**src/rtl/cmd_queue.sv**
```systemverilog
// Command queue between the ROM fetch sequencer and the execute stage.
// Optional overflow reporting (ovf, drop_cnt) is enabled by defining CMD_QUEUE_OVF_EN.
module cmd_queue #(
  parameter int DATA_W      = 14,
  parameter int ADDR_W      = 12,
  parameter int OPC_W       = 4,
  parameter int DEPTH       = 8,
  parameter int PTR_W       = 3,
  parameter int PAUSE_SLACK = 3
) (
  input  logic                    clk,
  input  logic                    reset,
  input  logic                    cmd_write,
  input  logic [ADDR_W-1:0]       addr_in,
  input  logic [DATA_W-1:0]       rom_data,
  input  logic                    flush,
  output logic                    pause_read,
  output logic                    out_valid,
  input  logic                    out_ready,
  output logic [OPC_W-1:0]        out_opcode,
  output logic [DATA_W-OPC_W-1:0] out_operand,
  output logic [ADDR_W-1:0]       out_addr,
  output logic [PTR_W:0]          level
`ifdef CMD_QUEUE_OVF_EN
  ,
  output logic                    ovf,
  output logic [7:0]              drop_cnt
`endif
);

  localparam int ENT_W = DATA_W + ADDR_W;
  localparam logic [PTR_W:0]   C_FULL     = (PTR_W+1)'(DEPTH);
  localparam logic [PTR_W+1:0] C_PAUSE_TH = (PTR_W+2)'(DEPTH - PAUSE_SLACK);

  function automatic logic [PTR_W-1:0] ptr_inc(input logic [PTR_W-1:0] p);
    return p + {{(PTR_W-1){1'b0}}, 1'b1};
  endfunction

  logic [ENT_W-1:0]  r_mem [DEPTH];
  logic [PTR_W-1:0]  r_wr_ptr;
  logic [PTR_W-1:0]  r_rd_ptr;
  logic [PTR_W:0]    r_level;
  logic              r_cap_valid;
  logic [ADDR_W-1:0] r_cap_addr;

  logic              w_full;
  logic              w_valid;
  logic              w_pop;
  logic              w_push;
  logic              w_drop;
  logic [PTR_W+1:0]  w_occ;
  logic [ENT_W-1:0]  w_head;

  // Handshake decode; flush cancels both a pop and the pending capture push.
  always_comb begin
    w_full  = (r_level == C_FULL);
    w_valid = (r_level != {(PTR_W+1){1'b0}});
    w_pop   = 1'b0;
    w_push  = 1'b0;
    w_drop  = 1'b0;
    if (flush) begin
      w_pop  = 1'b0;
      w_push = 1'b0;
      w_drop = 1'b0;
    end else begin
      w_pop  = w_valid & out_ready;
      w_push = r_cap_valid & (~w_full | w_pop);
      w_drop = r_cap_valid & w_full & ~w_pop;
    end
  end

  // Capture stage: remembers the fetch address until its ROM data returns.
  always_ff @(posedge clk) begin
    if (reset) begin
      r_cap_valid <= 1'b0;
      r_cap_addr  <= {ADDR_W{1'b0}};
    end else if (flush) begin
      r_cap_valid <= 1'b0;
    end else begin
      r_cap_valid <= cmd_write;
      if (cmd_write) begin
        r_cap_addr <= addr_in;
      end
    end
  end

  // Pointers and occupancy.
  always_ff @(posedge clk) begin
    if (reset || flush) begin
      r_wr_ptr <= {PTR_W{1'b0}};
      r_rd_ptr <= {PTR_W{1'b0}};
      r_level  <= {(PTR_W+1){1'b0}};
    end else begin
      if (w_push) begin
        r_wr_ptr <= ptr_inc(r_wr_ptr);
      end
      if (w_pop) begin
        r_rd_ptr <= ptr_inc(r_rd_ptr);
      end
      case ({w_push, w_pop})
        2'b10:   r_level <= r_level + {{PTR_W{1'b0}}, 1'b1};
        2'b01:   r_level <= r_level - {{PTR_W{1'b0}}, 1'b1};
        default: r_level <= r_level;
      endcase
    end
  end

  // Storage array; contents need no reset.
  always_ff @(posedge clk) begin
    if (w_push && !reset) begin
      r_mem[r_wr_ptr] <= {rom_data, r_cap_addr};
    end
  end

`ifdef CMD_QUEUE_OVF_EN
  logic       r_ovf;
  logic [7:0] r_drop_cnt;

  // Sticky overflow flag and saturating drop counter; only reset clears them.
  always_ff @(posedge clk) begin
    if (reset) begin
      r_ovf      <= 1'b0;
      r_drop_cnt <= 8'd0;
    end else if (w_drop) begin
      r_ovf <= 1'b1;
      if (r_drop_cnt != 8'hFF) begin
        r_drop_cnt <= r_drop_cnt + 8'd1;
      end
    end
  end

  assign ovf      = r_ovf;
  assign drop_cnt = r_drop_cnt;
`endif

  // Counting the capture slot keeps room for fetches already issued.
  assign w_occ       = {1'b0, r_level} + {{(PTR_W+1){1'b0}}, r_cap_valid};
  assign pause_read  = (w_occ >= C_PAUSE_TH);

  assign w_head      = r_mem[r_rd_ptr];
  assign out_valid   = w_valid;
  assign out_opcode  = w_head[ENT_W-1 -: OPC_W];
  assign out_operand = w_head[ADDR_W +: (DATA_W-OPC_W)];
  assign out_addr    = w_head[ADDR_W-1:0];
  assign level       = r_level;

endmodule

```
**config.mk**
```make
export PLATFORM = sky130hd
export DESIGN_NAME = cmd_queue
export DESIGN_NICKNAME = d
export VERILOG_FILES = /design/src/rtl/cmd_queue.sv
export SDC_FILE = /design/constraint.sdc
export NUM_CORES = 1
export LEC_CHECK = 0
export ABC_AREA = 1
export BUFFER_PORTS_ARGS = -buffer_cell sky130_fd_sc_hd__buf_2
export CAP_MARGIN = 20
export CELL_PAD_IN_SITES_DETAIL_PLACEMENT = 1
export CELL_PAD_IN_SITES_GLOBAL_PLACEMENT = 1
export CORE_MARGIN = 2
export CORE_UTILIZATION = 40
export DETAILED_ROUTE_END_ITERATION = 10
export GPL_ROUTABILITY_DRIVEN = 0
export HOLD_SLACK_MARGIN = 0.08
export PLACE_DENSITY_LB_ADDON = 0.1
export SETUP_SLACK_MARGIN = 0.05
export SLEW_MARGIN = 40
export SYNTH_ARGS = -nofsm -noshare
export SYNTH_HDL_FRONTEND = slang
export SYNTH_SLANG_ARGS = --single-unit
export TNS_END_PERCENT = 30
```
**constraint.sdc**
```tcl
create_clock -name clk -period 2.55 [get_ports clk]
set_clock_uncertainty 0.15 [all_clocks]
set_input_delay 0.1275 -clock clk [delete_from_list [all_inputs] [get_ports clk]]
set_output_delay 0.1275 -clock clk [all_outputs]
set_load 0.01 [all_outputs]
```
==> results.rst <==
.. list-table::
   :header-rows: 1

   * - Metric
     - Value
   * - Die extent in x
     - 156.6 µm
   * - Aggregate routed wire length
     - 22.76 mm
   * - Number of ports placed on the die boundary
     - 63
   * - Via count
     - 6086
   * - Fin area
     - 11170 µm²
   * - Final HPWL DP
     - 13.05 mm
   * - Worst max-slew margin expressed relative to the limit
     - 66.52%
   * - Terminating pin of the worst hold path
     - r_cap_addr[8]$_SDFFE_PP0P_
   * - Clock-pin slew of the registers on the worst-case setup and hold paths
     - 0.06 ns
   * - Setup repair after global routing missed its margin
     - yes
   * - Initial antenna violation count
     - 0
   * - Final clock period utilization by the worst path
     - 93.12%
   * - Buffers on Ports
     - 62
   * - Die Ht
     - 156.6 µm
   * - Run status
     - finished, final reports clean
   * - Worst ir drop on vdd
     - 0.0004254 V
   * - Number of routed nets with antenna violations
     - 0
   * - Critical hold path startpoint
     - cmd_write
   * - Area overhead of the layout relative to synthesis
     - 19.85%
   * - Standard cell with the maximum stage delay on the critical path
     - dfxtp_1
   * - Largest delay share family, worst path
     - buffers and inverters
   * - Worst Path Class, Setup
     - reg2out
   * - Ranking of synthesized cells by area
     - edfxtp_1, o21ai_0, dfxtp_1
   * - Post-route DRC
     - 0
   * - Cell count after synthesis
     - 753
   * - Synthesized area
     - 9318 µm²
   * - CP cell instances
     - inv_2, buf_4, o21ai_0, o22ai_1, nand2_1, nand2_1, buf_2
   * - Clock insertion delay at the later pin of the skew report
     - 0.52 ns
   * - Final Critical Period
     - 2.374 ns
   * - Net count after synthesis
     - 792
   * - Routed length per instance
     - 19.11 µm
   * - Inst Count DP
     - 1109
   * - Pins over their slew limit
     - 0
   * - Total buffers and inverters traversed by the critical path
     - 3
   * - Setup repair bufs after CTS
     - 0
   * - Worst reg-to-reg setup slack
     - 0.18 ns
   * - Diodes inserted
     - 0
   * - Commonest non-fill, non-tap cell in the layout
     - edfxtp_1
   * - Initial core utilization
     - 40.91%
   * - P_int
     - 6.207 mW
   * - Slowest cell delay on critical path
     - 0.41 ns
   * - Fraction of synthesized cell area taken by the top area cell type
     - 67.03%
   * - Worst reg2reg startpoint
     - level[2]$_SDFFE_PP0P_
   * - Number of optimization iterations in the first detailed-route pass
     - 4
   * - Top library cells by usage in the layout, fill and taps aside
     - edfxtp_1, o21ai_0, nand2_1, nor2_1, buf_2
   * - Number of distinct library cell variants in the gate-level netlist after synthesis
     - 25
   * - TritonCTS buffer count
     - 26
   * - Capturing point of the worst reg2reg path
     - r_wr_ptr[1]$_SDFFE_PP0P_
   * - Nets@finish
     - 898
   * - Hold path depth
     - 4
   * - Reported max-cap violation count
     - 0
   * - Count of endpoints failing hold in the final timing report
     - 0
   * - Site row count
     - 55
   * - # fillers
     - 2355
   * - Clock tree from TritonCTS
     - done
   * - Sequential-to-total area share from yosys stat
     - 72.62%
   * - Sort of element at the start of the critical path
     - register
   * - Portion of total power attributed to sequential cells
     - 54.5%
   * - Crit Path Max Fanout
     - 32
   * - Warnings from Yosys
     - 0
   * - Net switching component of the power
     - 1.557 mW
   * - Fraction of final layout cells sized beyond drive strength 1
     - 19.36%
   * - Instance area after placement
     - 10040 µm²
   * - Register area
     - 6769 µm²
   * - Vias in the first global route
     - 6550
   * - Achievable clock frequency
     - 0.4211 GHz
   * - Proportion of total power due to net switching
     - 20.06%
   * - CTS root buf
     - clkbuf_16
   * - Slew at the pin with the worst max-slew slack
     - 0.4992 ns
   * - Area of the multi-input gates
     - 2246 µm²
   * - Wire length of the first global-routing pass
     - 35.85 mm
   * - Average cell area after synthesis
     - 12.37 µm²
   * - Cell accounting for the most synthesized area
     - edfxtp_1
   * - Element type at the critical path end
     - output port
   * - Max clock buf depth
     - 3
   * - Number of setup violations in the final report
     - 0
   * - Share of power burned in the clock network
     - 43.2%
   * - Overall power consumption
     - 7.764 mW
   * - Proportion of power drawn by combinational gates
     - 2.3%
   * - Crit path arrival time
     - 2.10 ns
   * - Hold Crit Class
     - in2reg
   * - Synthesized flop and latch total
     - 234
   * - Number of sinks on the clock net
     - 234
   * - Die footprint
     - 24530 µm²
   * - H-tree levels
     - 1
   * - Power density over cell area
     - 695.2 nW/µm²
   * - Vias/cell
     - 5.110
   * - R2r worst-path depth
     - 7
   * - Worst Hold Margin
     - 0.07345 ns
   * - Placeable Area
     - 22780 µm²
   * - Worst EP required
     - 2.27 ns
   * - Leakage Power
     - 3.992 nW
   * - Number of DRC markers after the initial detailed-route iteration
     - 291
   * - Final std cells w/o fill
     - 1191
   * - Most common cell type on the critical path
     - nand2_1
   * - Residual overflow from global routing
     - 0
   * - Gr usage total
     - 19.02%
   * - Pin count of the biggest net entering global routing
     - 78
## power by group through the flow
stage	clock network [mW]	logic (mW)	registers, mW
6_report	3.35	0.181	4.23
5_1_grt	3.57	0.206	4.23
4_1_cts	3.43	0.183	4.23
3_5_place_dp	0	0.142	4.31
3_3_place_gp	0	0.135	4.31
2_1_floorplan	0	0.0697	4.29
## timing repair
item                                   in CTS  in global routing
resized for setup                           0                  3
setup endpoints to repair                   0                  3
hold buffers                               35                  0
endpoints found under the hold margin     137                  0
## worst register-to-register path, stage by stage, from the launching register on
cell and delay, ns:
dfxtp_1 0.44, nor2_1 0.08, nand3_1 0.08, nand2_1 0.14, o21ai_0 0.20, dlygate4sd3_1 0.58
nor2_1 0.04, dlygate4sd3_1 0.54
## final cells by class
type	count	area share, %
clock buffers	35	6.319
multi-input cells	459	20.11
clock inverters	12	0.5042
inverters	20	0.6835
repair buffers	118	8.258
well taps	313	3.507
flip-flops and latches	234	60.62
## through the flow
stage	setup WS, ns	TNS, ns	utilization, %
final	0.1755	0	49.03
after global routing	0.04886	0	49.03
after CTS	0.1385	0	48.98
after floorplan	-0.09148	-10.95	-
after global placement	0.3075	0	44.10
after detailed placement	0.2154	0	44.10
## Yosys cell counts
master    number
nand3_1        6
clkbuf_1      12
fa_1           1
o22ai_1       52
or2_1          1
ha_1           7
nand2_1      107
a21oi_1        9
nor2_2        38
nor2_1       112
inv_2          6
or2_2          1
buf_6          3
dfxtp_1       26
buf_2         18
inv_1         13
o21ai_0      107
o21ai_1       14
edfxtp_1     208
buf_4          1
xnor2_1        1
buf_1          1
buf_8          5
xor2_1         3
clkinv_1       1
## routing by layer
layer	up-vias	track usage, %	wire length [µm]
li1	2903	-	-
met1	3056	24.84	10140
met2	99	33.88	11470
met3	28	2.326	786
met4	0	4.543	363
met5	-	0	0
## flip-flops by register name (all words and copies together) (netlist names), named ones only
name and flops:
r_cap_addr 12, r_rd_ptr 3, level 4, r_mem 208, r_wr_ptr 3, r_cap_valid 1
## cell families (layout without fill, tap and decap cells)
logic type      count (synthesis)  count (layout)  synth area share (%)
simple gates                  265             265                 11.83
xor+xnor                        4               4                0.3761
buf+inv                        60             185                 3.545
fa+ha+maj                       8               8                 1.155
flops                         234             234                 72.62
compound gates                182             182                 10.47
## worst max-delay path by stage
stage | to | slack [ns] | cells past startpoint
floorplan | r_mem[0][0]$_DFFE_PP_ | -0.09 | 5
global placement | level[3]$_SDFFE_PP0P_ | 0.31 | 12
detailed placement | level[3]$_SDFFE_PP0P_ | 0.22 | 12
CTS | out_addr[3] | 0.14 | 7
global route | r_wr_ptr[1]$_SDFFE_PP0P_ | 0.05 | 7
finish | out_addr[3] | 0.18 | 7
No activity file was read; power rests on OpenSTA's default activity.
